File: src/rtl/if_fetch_ctrl_if.sv
// Memory-side fetch bus: request/acknowledge handshake plus returned instruction data.
// The fetch controller is the master; the instruction memory is the slave.
interface if_fetch_ctrl_if #(
    parameter int DATA_W = 32
);
    // mem_req rises to start a fetch and stays high through the cycle mem_ack=1;
    // mem_ack=1 means mem_rdata is valid and the request is complete.
    logic              mem_req;
    logic              mem_ack;
    logic [DATA_W-1:0] mem_rdata;

    modport master (output mem_req, input mem_ack, input mem_rdata);
    modport slave  (input mem_req, output mem_ack, output mem_rdata);
endinterface

File: src/rtl/if_fetch_ctrl.sv
// IF-stage fetch sequencer: issues req/ack fetches, holds the instruction for decode,
// squashes on taken branches and flags a non-responding memory. Optional FETCH_PERF_EN adds perf counters.
module if_fetch_ctrl #(
    parameter int DATA_W      = 32,
    parameter int ACK_TIMEOUT = 64,
    parameter int TO_CNT_W    = 8
) (
    input  logic              clk,
    input  logic              rst,
    input  logic              stall_in,
    input  logic              br_taken,
    if_fetch_ctrl_if.master   mem,
    output logic              pc_en,
    output logic              inst_valid,
    output logic [DATA_W-1:0] inst_out,
    output logic              flush_out,
    output logic              fetch_err,
    output logic [1:0]        fsm_state
`ifdef FETCH_PERF_EN
    ,
    output logic [31:0]       perf_stall_cnt,
    output logic [31:0]       perf_wait_cnt
`endif
);

    typedef enum logic [1:0] {
        IDLE  = 2'd0,
        REQ   = 2'd1,
        HOLD  = 2'd2,
        DRAIN = 2'd3
    } state_t;

    localparam logic [TO_CNT_W-1:0] TO_LIMIT = TO_CNT_W'(ACK_TIMEOUT);
    localparam logic [TO_CNT_W-1:0] TO_MAX   = '1;

    state_t              state;
    logic                req_q;
    logic [TO_CNT_W-1:0] to_cnt;
    logic [TO_CNT_W-1:0] to_inc;
    logic                to_hit;

    assign mem.mem_req = req_q;
    assign fsm_state   = state;
    // A branch redirects the PC immediately, even while decode is stalled.
    assign pc_en       = br_taken | ((state == HOLD) & ~stall_in);

    always_comb begin
        to_inc = (to_cnt == TO_MAX) ? to_cnt : to_cnt + 1'b1;
        to_hit = (ACK_TIMEOUT != 0) && (to_inc == TO_LIMIT);
    end

    always_ff @(posedge clk) begin
        if (rst) begin
            state      <= IDLE;
            req_q      <= 1'b0;
            inst_valid <= 1'b0;
            inst_out   <= '0;
            flush_out  <= 1'b0;
            fetch_err  <= 1'b0;
            to_cnt     <= '0;
        end else begin
            flush_out <= br_taken;
            case (state)
                IDLE: begin
                    if (!br_taken) begin
                        state  <= REQ;
                        req_q  <= 1'b1;
                        to_cnt <= '0;
                    end
                end
                REQ: begin
                    if (br_taken && mem.mem_ack) begin
                        state  <= IDLE;
                        req_q  <= 1'b0;
                        to_cnt <= '0;
                    end else if (br_taken) begin
                        // The accepted request must still complete; wait it out in DRAIN.
                        state  <= DRAIN;
                        to_cnt <= '0;
                    end else if (mem.mem_ack) begin
                        state      <= HOLD;
                        req_q      <= 1'b0;
                        inst_valid <= 1'b1;
                        inst_out   <= mem.mem_rdata;
                        to_cnt     <= '0;
                    end else begin
                        to_cnt <= to_inc;
                        if (to_hit) fetch_err <= 1'b1;
                    end
                end
                HOLD: begin
                    if (br_taken) begin
                        state      <= IDLE;
                        inst_valid <= 1'b0;
                    end else if (!stall_in) begin
                        state      <= REQ;
                        req_q      <= 1'b1;
                        inst_valid <= 1'b0;
                        to_cnt     <= '0;
                    end
                end
                DRAIN: begin
                    if (mem.mem_ack) begin
                        state  <= IDLE;
                        req_q  <= 1'b0;
                        to_cnt <= '0;
                    end else begin
                        to_cnt <= to_inc;
                        if (to_hit) fetch_err <= 1'b1;
                    end
                end
                default: begin
                    state <= IDLE;
                    req_q <= 1'b0;
                end
            endcase
        end
    end

`ifdef FETCH_PERF_EN
    always_ff @(posedge clk) begin
        if (rst) begin
            perf_stall_cnt <= '0;
            perf_wait_cnt  <= '0;
        end else begin
            if ((state == HOLD) && stall_in)
                perf_stall_cnt <= perf_stall_cnt + 32'd1;
            if (((state == REQ) || (state == DRAIN)) && !mem.mem_ack)
                perf_wait_cnt <= perf_wait_cnt + 32'd1;
        end
    end
`endif

endmodule

File: src/flat_wrapper.sv
// flat-port wrapper written by rule: the top's interface ports become plain ports
module if_fetch_ctrl_flat 
#(
    parameter int DATA_W      = 32,
    parameter int ACK_TIMEOUT = 64,
    parameter int TO_CNT_W    = 8
)
  (clk, rst, stall_in, br_taken, pc_en, inst_valid, inst_out, flush_out, fetch_err, fsm_state, mem_mem_req, mem_mem_ack, mem_mem_rdata);
  if_fetch_ctrl_if #(.DATA_W(DATA_W)) mem_i ();
  input  logic clk;
  input  logic rst;
  input  logic stall_in;
  input  logic br_taken;
  output logic pc_en;
  output logic inst_valid;
  output logic [DATA_W-1:0] inst_out;
  output logic flush_out;
  output logic fetch_err;
  output logic [1:0] fsm_state;
  output wire logic [$bits(mem_i.mem_req)-1:0] mem_mem_req;
  input wire logic [$bits(mem_i.mem_ack)-1:0] mem_mem_ack;
  input wire logic [$bits(mem_i.mem_rdata)-1:0] mem_mem_rdata;
  assign mem_mem_req = mem_i.mem_req;
  assign mem_i.mem_ack = mem_mem_ack;
  assign mem_i.mem_rdata = mem_mem_rdata;
  if_fetch_ctrl #(.DATA_W(DATA_W), .ACK_TIMEOUT(ACK_TIMEOUT), .TO_CNT_W(TO_CNT_W)) u_core (.clk(clk), .rst(rst), .stall_in(stall_in), .br_taken(br_taken), .mem(mem_i), .pc_en(pc_en), .inst_valid(inst_valid), .inst_out(inst_out), .flush_out(flush_out), .fetch_err(fetch_err), .fsm_state(fsm_state));
endmodule
File: config.mk
export PLATFORM = sky130hd
export DESIGN_NAME = if_fetch_ctrl_flat
export DESIGN_NICKNAME = d
export VERILOG_FILES = /design/src/rtl/if_fetch_ctrl_if.sv /design/src/rtl/if_fetch_ctrl.sv /design/src/flat_wrapper.sv
export SDC_FILE = /design/constraint.sdc
export NUM_CORES = 1
export LEC_CHECK = 0
export ABC_AREA = 0
export CAP_MARGIN = 10
export CORE_AREA = 5 5 81 83
export DETAILED_ROUTE_END_ITERATION = 8
export DIE_AREA = 0 0 86 88
export GPL_TIMING_DRIVEN = 1
export PLACE_DENSITY = 0.68
export SLEW_MARGIN = 20
export SYNTH_ARGS = -nofsm -noshare
export SYNTH_HDL_FRONTEND = slang
export SYNTH_SLANG_ARGS = --single-unit
File: constraint.sdc
create_clock -name clk -period 3.9 [get_ports clk]
set_input_delay 0.78 -clock clk [delete_from_list [all_inputs] [get_ports clk]]
set_output_delay 0.78 -clock clk [all_outputs]
set_load 0.05 [all_outputs]
==> metrics.md <==
| Metric | Value |
|---|---|
| Final net count | `about 350` |
| Die Wd | `approximately 86 um` |
| Cell area after synthesis | `around 1900 um^2` |
| Total gr overflow | `0` |
| Worst-path clk slew | `0.07 ns` |
| Clock Latency Late Sink | `~0.28 ns` |
| Fin crit share | `0.805` |
| Worst-path fanout max | `8` |
| Cell taking the most area after synthesis | `dfxtp_1` |
| Post-layout util | `0.486` |
| Hold wc startpoint | `u_core.inst_out[5]$_SDFFE_PP0P_` |
| RSZ-0062 raised after global routing | `no` |
| Routability cong. | `slightly below 0.9` |
| Total net switching power | `about 230 uW` |
| Switch share | `0.244` |
| Tightest Pin Transition | `approximately 0.86 ns` |
| DRT iter0 DRCs | `73` |
| # DRC | `0` |
| Site Rows | `28` |
| Clk_skew | `around 0.0056 ns` |
| Maxcap violations | `0` |
| Max-slew violations | `0` |
| Initial antenna violation count | `0` |
| I/O pins | `76` |
| Max VDD drop | `197 uV` |
| Required @ worst endpoint | `3.12 ns` |
| Seq/Total Area, Yosys | `0.480` |
| Max Freq | `about 0.32 GHz` |
| Depth of the CTS H-tree | `2` |
| Leak Pwr | `0.943 nW` |
| Vias | `~1900` |
| Vias per std cell | `about 4.8` |
| CTS Hold Bufs | `0` |
| Setup ws final | `0.762 ns` |
| CP bufs+invs | `2` |
| Die ar. | `~7600 um^2` |
| Run status | `completed` |
| Antenna diodes | `0` |
| Reg2reg start | `u_core.fsm_state[0]$_SDFFE_PP0P_` |
| Critical Path End Type | `output pin` |
| Final setup vio count | `0` |
| Layout area overhead | `46.4%` |
| Slowest stage delay, CP | `0.79 ns` |
| Post-CTS Resized | `0` |
| Slowest-stage cell, CP | `clkdlybuf4s50_1` |
| Vias in the first global route | `approximately 1700` |
| Number of synthesized flops with an enable pin | `0` |
| Total routed wirelength | `just under 5000 um` |
| Crit path launch | `br_taken` |
| Syn Inst Count | `242` |
| FFs w/ async S/R, synth | `0` |
| Pre-CTS WS | `0.753 ns` |
| Clk network pwr share | `0.340` |
| P per Cell Area | `between 300 and 400 nW/um^2` |
| Top_reg_cell synth | `dfxtp_1` |
| TritonCTS Buffers | `5` |
| Internal power | `between 700 and 800 uW` |
| Critical path type | `input pin to output pin` |
| Syn Area/Cell | `7.93 um^2` |
| CP arrival | `between 2 and 2.5 ns` |
| YS warnings | `0` |
| Post-CTS setup buffers | `0` |
| Initial Utilization | `0.332` |
| Total GRT Usage | `0.128` |
| Fillers | `580` |
| Largest net degree at the start of global routing | `48` |
| Clock tree from TritonCTS | `built` |
| Global-route wire length before repair | `~7900 um` |
| Yosys top cell area share | `0.480` |
| Clk root buf | `clkbuf_8` |
| CP top delay family | `buffers and inverters` |
| Logic gate share of total power | `0.148` |
| Commonest non-fill, non-tap cells in the layout | `clkdlybuf4s50_1, nand2_1, dfxtp_1` |
| Hold Slack | `~0.45 ns` |
| Fin Setup TNS | `0 ns` |
| Clk buf depth | `2` |
| Share of cells above drive strength 1 | `0.0710` |
| Detailed placement HPWL | `approximately 3500 um` |
| Worst slew margin | `0.429` |
| Min-delay worst type | `flop to flop` |
| Post-Synthesis Net Count | `280` |
| DRT Pass-1 Iters | `4` |
| Drt wl/cell | `12.8 um` |
| Most used cell, CP | `clkdlybuf4s50_1` |
| Total power draw | `954 uW` |
| Sequential share of power | `0.512` |
| Post-synth cell types | `41` |
| Leading post-synthesis cells by cell area | `dfxtp_1, nand2_1, a21oi_1, nor2_1, buf_2` |
| Die H | `88 um` |
| Synthesized flop and latch total | `46` |
| FF-to-FF setup slack | `2.12 ns` |
| Final Critical Period | `about 3.1 ns` |
| Startpoint class of the critical path | `input pin` |
| CORE AREA | `~5800 um^2` |
| Worst-path cell chain | `clkdlybuf4s50_1 > a31o_2 > clkdlybuf4s50_1` |
| PortBufs | `75` |
| Commonest non-fill, non-tap cell in the layout | `clkdlybuf4s50_1` |
| Routed Antenna Nets | `0` |
| Count of final hold-check violations | `0` |
| Clock sink count | `between 40 and 50` |
## cells by family after synthesis
| logic type | synth area share |
|---|---|
| adders and majority gates | 0.00652 |
| AOI/OAI and AO/OA | 0.204 |
| DFF | 0.480 |
| muxes | 0.00587 |
| buffers and inverters | 0.0483 |
| and+or+nand+nor | 0.255 |
## worst register-to-register path: cells and delay by family, from the launching register on
kind / cells / cell delay [ns]
AOI/OAI and AO/OA: 2 / 0.56
and+or+nand+nor: 2 / 0.63
DFF: 1 / 0.50
## power groups by stage
| stage | Sequential [mW] | Clock, mW | Combinational [mW] |
|---|---|---|---|
| floorplan | 0.535 | 0 | 0.0382 |
| global placement | 0.499 | 0 | 0.143 |
| detailed placement | 0.499 | 0 | 0.143 |
| CTS | 0.489 | 0.341 | 0.143 |
| global route | 0.490 | 0.358 | 0.151 |
| finish | 0.488 | 0.324 | 0.141 |
## per-stage QoR
stage	instance area, um^2	cells
6_report	2810	385
5_1_grt	2810	385
4_1_cts	2810	385
3_5_place_dp	2700	377
3_3_place_gp	2700	377
2_1_floorplan	1920	242
## registers in the layout, indices dropped and copies added, names as in the netlist
signal	count
u_core.inst_out	32
u_core.to_cnt	8
u_core.fsm_state	2
u_core.fetch_err	1
u_core.flush_out	1
u_core.inst_valid	1
u_core.mem.mem_req	1
## Yosys cell counts, types with 3 or more instances
cell,instances
inv_1,3
nand2_1,70
nor2b_1,4
a21oi_1,40
clkbuf_1,8
a31oi_1,3
nand4_1,4
buf_2,8
nor2_1,11
nand2b_1,3
dfxtp_1,46
nand3_1,5
o21ai_0,4
## layout make-up
cell class	instances	area, um^2	share of cell area
clock buffers	8	110	0.0392
inverters	3	11.3	0.00401
multi-input cells	176	911	0.324
flip-flops and latches	46	921	0.328
well taps	75	93.8	0.0334
repair buffers	77	761	0.271
## path summary, 6_finish.rpt
path | endpoint | depth (start not counted)
setup / recovery | pc_en | 3
hold reg to reg | u_core.inst_out[5]$_SDFFE_PP0P_ | 2
hold / removal | u_core.inst_out[5]$_SDFFE_PP0P_ | 2
setup reg to reg | u_core.fetch_err$_SDFFE_PP0P_ | 4
## metal layers
metal  part of all wire  vias up  GRT usage
met4             0.0039        0     0.0302
li1                   -      959          -
met1               0.42      849      0.148
met3              0.080        2     0.0517
met5                  0        -          0
met2               0.50       49      0.223
No activity file was read; power rests on OpenSTA's default activity.
